[config.mk]
export PLATFORM = sky130hd
export DESIGN_NAME = cond_logic
export DESIGN_NICKNAME = d
export VERILOG_FILES = /design/src/rtl/cond_logic_pkg.sv /design/src/rtl/cond_logic_cond_check.sv /design/src/rtl/cond_logic.sv
export SDC_FILE = /design/constraint.sdc
export NUM_CORES = 1
export LEC_CHECK = 0
export CORE_MARGIN = 3
export CORE_UTILIZATION = 25
export CTS_CLUSTER_SIZE = 12
export DETAILED_ROUTE_END_ITERATION = 8
export HOLD_SLACK_MARGIN = 0.08
export PLACE_DENSITY_LB_ADDON = 0.3
export SKIP_CTS_REPAIR_TIMING = 1
export SYNTH_ARGS = -nofsm -noshare
export SYNTH_HDL_FRONTEND = slang
export SYNTH_SLANG_ARGS = --single-unit
export TNS_END_PERCENT = 20
[constraint.sdc]
create_clock -name clk -period 1.9 [get_ports clk]
set_input_delay 0.38 -clock clk [delete_from_list [all_inputs] [get_ports clk]]
set_output_delay 0.38 -clock clk [all_outputs]
set_load 0.01 [all_outputs]
[src/rtl/cond_logic_pkg.sv]
// Shared ARM decode constants: condition codes, flag bit positions,
// ALUControl and FlagW encodings.
package cond_logic_pkg;

    typedef enum logic [3:0] {
        COND_EQ = 4'b0000,
        COND_NE = 4'b0001,
        COND_CS = 4'b0010,
        COND_CC = 4'b0011,
        COND_MI = 4'b0100,
        COND_PL = 4'b0101,
        COND_VS = 4'b0110,
        COND_VC = 4'b0111,
        COND_HI = 4'b1000,
        COND_LS = 4'b1001,
        COND_GE = 4'b1010,
        COND_LT = 4'b1011,
        COND_GT = 4'b1100,
        COND_LE = 4'b1101,
        COND_AL = 4'b1110,
        COND_NV = 4'b1111
    } cond_e;

    localparam int FLAG_N = 3;
    localparam int FLAG_Z = 2;
    localparam int FLAG_C = 1;
    localparam int FLAG_V = 0;

    localparam logic [3:0] FLAGS_RESET = 4'b0000;

    typedef enum logic [1:0] {
        ALU_ADD = 2'b00,
        ALU_SUB = 2'b01,
        ALU_AND = 2'b10,
        ALU_ORR = 2'b11
    } alu_ctrl_e;

    // FlagW: bit 1 guards the N,Z group, bit 0 guards the C,V group.
    localparam int FLAGW_NZ_BIT = 1;
    localparam int FLAGW_CV_BIT = 0;

    localparam logic [1:0] FLAGW_NONE = 2'b00;
    localparam logic [1:0] FLAGW_CV   = 2'b01;
    localparam logic [1:0] FLAGW_NZ   = 2'b10;
    localparam logic [1:0] FLAGW_ALL  = 2'b11;

endpackage

[src/rtl/cond_logic_cond_check.sv]
// Purely combinational condition evaluation of Cond against the
// architectural flags.
module cond_check
    import cond_logic_pkg::*;
(
    input  logic [3:0] Cond,
    input  logic [3:0] Flags,
    output logic       CondEx
);

    logic n, z, c, v, ge;

    assign n  = Flags[FLAG_N];
    assign z  = Flags[FLAG_Z];
    assign c  = Flags[FLAG_C];
    assign v  = Flags[FLAG_V];
    assign ge = (n == v);

    always_comb begin
        CondEx = 1'b1;
        case (Cond)
            COND_EQ: CondEx = z;
            COND_NE: CondEx = ~z;
            COND_CS: CondEx = c;
            COND_CC: CondEx = ~c;
            COND_MI: CondEx = n;
            COND_PL: CondEx = ~n;
            COND_VS: CondEx = v;
            COND_VC: CondEx = ~v;
            COND_HI: CondEx = c & ~z;
            COND_LS: CondEx = ~c | z;
            COND_GE: CondEx = ge;
            COND_LT: CondEx = ~ge;
            COND_GT: CondEx = ~z & ge;
            COND_LE: CondEx = z | ~ge;
            default: CondEx = 1'b1;  // AL and the 1111 encoding both execute
        endcase
    end

endmodule

[src/rtl/cond_logic.sv]
// Conditional-execution unit: architectural NZCV register plus gating of
// PC, register and memory write requests by the condition outcome.
module cond_logic
    import cond_logic_pkg::*;
(
    input  logic       clk,
    input  logic       reset,
    input  logic       En,
    input  logic [3:0] Cond,
    input  logic [3:0] ALUFlags,
    input  logic [1:0] FlagW,
    input  logic       PCS,
    input  logic       RegW,
    input  logic       MemW,
    output logic       CondEx,
    output logic       PCSrc,
    output logic       RegWrite,
    output logic       MemWrite,
    output logic [3:0] Flags
);

    logic       cond_ex;
    logic       go;
    logic [1:0] flag_we;

    // Evaluated against the registered flags, so an instruction never sees
    // its own flag update.
    cond_check u_cond_check (
        .Cond   (Cond),
        .Flags  (Flags),
        .CondEx (cond_ex)
    );

    assign CondEx = cond_ex;
    assign go     = En & cond_ex & reset;

    assign PCSrc    = PCS  & go;
    assign RegWrite = RegW & go;
    assign MemWrite = MemW & go;

    // An unknown FlagW is masked to 0 whenever the instruction does not go.
    assign flag_we = FlagW & {2{go}};

    always_ff @(posedge clk) begin
        if (!reset) begin
            Flags <= FLAGS_RESET;
        end else begin
            if (flag_we[FLAGW_NZ_BIT])
                Flags[FLAG_N:FLAG_Z] <= ALUFlags[FLAG_N:FLAG_Z];
            if (flag_we[FLAGW_CV_BIT])
                Flags[FLAG_C:FLAG_V] <= ALUFlags[FLAG_C:FLAG_V];
        end
    end

endmodule
# Word-level counts from Yosys, hierarchy flattened
# Cells that the tools add are included.
[classes] n_eq_ne=14 n_mux=1 bitwise_logic=15 n_reduce_logical=1
[op_table] cell="$eq 4x4->1 const B" n=6
[op_table] cell="$eq 4x3->1 const B" n=4
[op_table] cell="$pmux 1 s14" n=1
[op_table] cell="$eq 4x2->1 const B" n=2
[op_table] cell="$and 1x1->1" n=7
[op_table] cell="$not 1->1" n=5
[op_table] cell="$eq 4x1->1 const B" n=1
[op_table] cell="$logic_not 4->1" n=1
[op_table] cell="$and 2x2->2" n=1
[op_table] cell="$or 1x1->1" n=2
[op_table] cell="$eq 1x1->1" n=1
[word_totals] reg_bits=4 inputBits=16 out_inout_bits=8 elab_cells=33

# Depth between registers and ports, before layout
[depth] depth_word=7 mapped_depth=5 depth_no_buf=5

# Hierarchy
# A second synthesis with hierarchy kept.
[unflattened] cells_unflattened=46 hier_area_um2=369.1
[by_module_without_submodules] mod="cond_logic" n_inst=1 cells_each=23 area_per_inst_um2=203.9 seq_area_each_um2=80.1
[by_module_without_submodules] mod="cond_check" n_inst=1 cells_each=23 area_per_inst_um2=165.2 seq_area_each_um2=0.0

# Worst setup path after synthesis
# OpenSTA, ideal clock, no wires.
[synth_timing] path_type="register to output" from="reg Flags[0]" to="out MemWrite" arrival_time_ns=1.555 required_ns=1.520 path_slack_ns=-0.035 stages_incl_launch_ff=6 path_buffers=0 cell_sequence="dfxtp_1 > xnor3_1 > o211ai_2 > o311a_4 > nand2_2 > and4_1"
[synth_between] elab_chain_cells=7 word_cells_on_any_way=9 cone_classes="1 x eq/ne; 1 x mux; 7 x bitwise"
[synth_rtl] element="from (decl)" line="cond_logic.sv:19" source="output logic [3:0] Flags"
[synth_rtl] element="from (signal, indexed assignment)" line="cond_logic.sv:49" source="Flags[FLAG_N:FLAG_Z] <= ALUFlags[FLAG_N:FLAG_Z];"
[synth_rtl] element="from (signal, indexed assignment)" line="cond_logic.sv:51" source="Flags[FLAG_C:FLAG_V] <= ALUFlags[FLAG_C:FLAG_V];"
[synth_rtl] element="$eq 1x1->1" line="cond_logic_cond_check.sv:17" source="assign ge = (n == v);"
[synth_rtl] element="$not 1->1" line="cond_logic_cond_check.sv:33, cond_logic_cond_check.sv:35"
[synth_rtl] element="$or 1x1->1" line="cond_logic_cond_check.sv:35" source="COND_LE: CondEx = z | ~ge;"
[synth_rtl] element="$pmux 1 s14 *" line="cond_logic_cond_check.sv:21" source="case (Cond)"
[synth_rtl] element="net CondEx" line="cond_logic.sv:15" source="output logic CondEx,"
[synth_rtl] element="$and 1x1->1 * (2 in series)" line="cond_logic.sv:35" source="assign go = En & cond_ex & reset;"
[synth_rtl] element="$and 1x1->1 *" line="cond_logic.sv:39" source="assign MemWrite = MemW & go;"
[synth_rtl] element="to (decl)" line="cond_logic.sv:18" source="output logic MemWrite,"
# The timed path passes the listed nets; every way through them passes the cells marked *.

# Worst setup path after layout
[layout_timing] from="reg Flags[0]" to="out MemWrite"
[layout_between] elab_chain_cells=7 word_cells_on_any_way=9 cone_classes="1 x eq/ne; 1 x mux; 7 x bitwise"
[layout_rtl] element="$eq 1x1->1" line="cond_logic_cond_check.sv:17"
[layout_rtl] element="$not 1->1" line="cond_logic_cond_check.sv:33, cond_logic_cond_check.sv:35"
[layout_rtl] element="$or 1x1->1" line="cond_logic_cond_check.sv:35"
[layout_rtl] element="$pmux 1 s14 *" line="cond_logic_cond_check.sv:21"
[layout_rtl] element="$and 1x1->1 * (2 in series)" line="cond_logic.sv:35"
[layout_rtl] element="$and 1x1->1 *" line="cond_logic.sv:39"
# Every way passes the cells marked *; elsewhere a longest branch is shown, timed or not.

==> impl.org <==
** Route
- DRC violations left :: 0
- Before antenna repair, the detailed router went through 4 iterations.
- The routed design has 1162 µm of wire.
- Number of nets with antenna violations after detailed routing :: 0
- After detailed routing, the average wire length per cell comes to 11.86 µm.
- Detailed-route vias per instance :: 4.653
- The first routing iteration left 3 violations.
- Across all layers, the routed design uses 456 vias.

** Die
- The die is 45.90 µm wide.
- Die Height :: 45.90 µm
- Effective utilization at floorplan :: 28.44%
- The die covers 0.002106 mm².
- Number of placed I/O pins :: 24
- CORE AREA :: 0.001399 mm²
- Number of placement rows :: 13

** Cells and area
- The repair_antennas step left the layout with diodes totalling 0.
- Largest registers :: Flags x4
- Fraction of final layout cells sized beyond drive strength 1 :: 46.99%
- Measured on the finished design, the core utilization comes to 58.14%.
- The layout has 126 filler cells.
- Net count, final :: 101
- Flip-flop count of the largest register, all copies and words added :: 4
- Register area :: 87.58 µm²
- Compared with the post-synthesis result, the final layout area differs by 104.4%.
- Reg with most FFs :: Flags
- Multi-input logic area :: 344.1 µm²

** Critical path
- For the worst setup path, the data arrival time is 1720 ps.
- Along the worst path, the maximum fanout reaches 4.
- Data required time at the worst endpoint :: 1520 ps
- Critical Path Start Type :: flip-flop
- CP Class :: reg -> out
- STA classifies the critical path endpoint as an output port.

** Timing
- Derived from the worst setup path, the maximum achievable clock frequency is 475.7 MHz.
- Count of final max-slew check failures :: 0
- For the final database, setup skew stands at 7.291 ps.
- Portion of the clock cycle consumed by the worst path in the final layout :: 110.6%
- At the pin with the least slew margin, the transition time is 257.9 ps.
- Slew margin rel. :: 82.47%
- Setup violations remaining at the end of the flow were counted as 4.
- The count of final hold-check violations came to 0.
- Crit path time final :: 2102 ps
- Summed over all failing endpoints, the final setup total negative slack is -635.2 ps.
- After layout, the worst setup slack is -202.1 ps.
- Setup repair after global routing could not meet its margin everywhere.
- Final hold analysis gives a worst-case slack of 497.8 ps.

** GRT
- Met2 Track Usage GR :: 20.60%
- In the global route stage, overall resource usage came out at 13.12%.
- Met1 GRT Util :: 16.28%
- Via count of the first global-routing pass :: 474
- Maximum number of pins on one net before global-route repair :: 9
- Global route total overflow :: 0
- In the global route stage, met3 resource usage came out at 6.719%.
- Busiest metal layer after global routing :: met2
- The number of antenna violations at the first check in global routing came to 0.
- Global-route wire length before repair :: 2001 µm

** Power and ir drop
- Total power for the finished layout comes to 0.3428 mW.
- Worst vdd ir :: 0.0005118 V
- P_leak :: 0.3701 nW
- Dividing total power by cell area gives a power density of 421.5 mW/mm².

** CTS
- In this run the number of H-tree levels came out at 1.
- The clock drives 4 sinks.
- Bufs on Longest Clock Path :: 2
- Clock root buffer master :: sky130_fd_sc_hd__clkbuf_4
- The later pin in the worst-skew pair is clocked with a latency of 240 ps.
- CTS clock-pin slew for the worst setup and hold paths :: 40 ps
- TritonCTS built the clock tree.
- Clock buffer count from CTS :: 3

** Placed design
- GP Congestion :: 0.7959
- Buffers placed on the I/O ports in this run total 23.
- The HPWL after detailed placement is 943.7 µm.

** Run
- The tool flagged a number of max-cap violations equal to 0.

** Outcome
- Outcome :: finished with violations
- The checks that failed: negative setup slack.

** Synth
- Synthesis produced a netlist with a net count of 58.
- In this run the cell area of the synthesized design comes to 397.9 µm².
- The Yosys step of the flow raised 0 warnings.
- FF+latch count, synth :: 4
- Netlist cell types :: 19
- Sequential elements use 20.13% of the synthesized area.
- Dividing the synthesized area by the synthesized cell count gives 9.473 µm².
- In the synthesized netlist, the number of instances is 42.

** Min path
- The path class of the tightest hold or removal check is reg -> reg.
-- power breakdown --
| group | internal (mW) | switching, mW |
|---|---|---|
| clock network | 0.0707 | 0.0350 |
| logic | 0.0915 | 0.0554 |
| registers | 0.0866 | 0.00365 |
| total | 0.249 | 0.0940 |
-- kinds of logic (layout without fill, tap and decap cells) --
family | Yosys count | after routing | synth area share (%)
simple gates | 21 | 21 | 31.45
mux | 8 | 8 | 21.07
compound gates | 5 | 5 | 14.78
flops | 4 | 4 | 20.13
xor+xnor | 3 | 3 | 10.06
buf+inv | 1 | 42 | 2.516
-- metal layers --
layer,routed length [µm],part of all wire [%]
met1,484,42
met4,0,0
met5,0,0
met3,97,8.3
met2,581,50
-- Yosys cell counts, drive strengths merged --
cell | count | area (µm²)
xor2 | 1 | 8.760
nand2 | 12 | 47.55
dfxtp | 4 | 80.08
and3b | 3 | 27.53
xnor2 | 1 | 8.760
o311a | 1 | 21.27
and4 | 3 | 28.78
mux2i | 8 | 83.83
xnor3 | 1 | 22.52
a21oi | 2 | 17.52
o211ai | 1 | 12.51
a22oi | 1 | 7.510
nor2b | 1 | 6.260
dlygate4sd3 | 1 | 10.01
nor3b | 2 | 15.01
-- area by class of cell --
class                           instances  share of cell area [%]
Multi-Input combinational cell         37                   42.31
Timing Repair Buffer                   39                   41.85
Sequential cell                         4                   10.77
Clock buffer                            3                   2.769
Tap cell                               15                   2.308
-- critical path, stage by stage (launching register included) --
cell and delay (ps):
sky130_fd_sc_hd__dfxtp_4 340, sky130_fd_sc_hd__buf_4 130, sky130_fd_sc_hd__xnor2_1 120, sky130_fd_sc_hd__a22oi_2 160, sky130_fd_sc_hd__mux2i_2 320, sky130_fd_sc_hd__nand2_4 80, sky130_fd_sc_hd__and4_1 200, sky130_fd_sc_hd__clkbuf_2 120
-- through the flow --
stage | area, µm² | cells | setup slack, ps
4_1_cts | 750.7 | 94 | -920.4
5_1_grt | 813.3 | 98 | -310.4
2_1_floorplan | 399.1 | 42 | 25.11
3_5_place_dp | 728.2 | 91 | -921.5
3_3_place_gp | 728.2 | 91 | -843.2
6_report | 813.3 | 98 | -202.1
-- worst paths after layout --
kind	end	slack (ps)	cells past startpoint	from
max	MemWrite	-200	7	Flags[0]$_SDFFE_PN0P_
min reg2reg	Flags[3]$_SDFFE_PN0P_	500	2	Flags[3]$_SDFFE_PN0P_
max reg2reg	Flags[0]$_SDFFE_PN0P_	230	8	Flags[0]$_SDFFE_PN0P_
min	Flags[3]$_SDFFE_PN0P_	500	2	Flags[3]$_SDFFE_PN0P_
-- layout by cell type (no fill, tap or decap), drive strengths merged --
| cell type | Yosys | layout |
|---|---|---|
| nor3b | 2 | 2 |
| a22oi | 1 | 1 |
| and3b | 3 | 3 |
| and4 | 3 | 3 |
| dlymetal6s2s | 0 | 3 |
| xnor2 | 1 | 1 |
| buf | 0 | 17 |
| xnor3 | 1 | 1 |
| dfxtp | 4 | 4 |
| clkdlybuf4s50 | 0 | 15 |
| o311a | 1 | 1 |
| a21oi | 2 | 2 |
| o211ai | 1 | 1 |
| nand2 | 12 | 12 |
| mux2i | 8 | 8 |
| nor2b | 1 | 1 |
| clkbuf | 0 | 7 |
| xor2 | 1 | 1 |
Power figures use the tool's default switching activity.
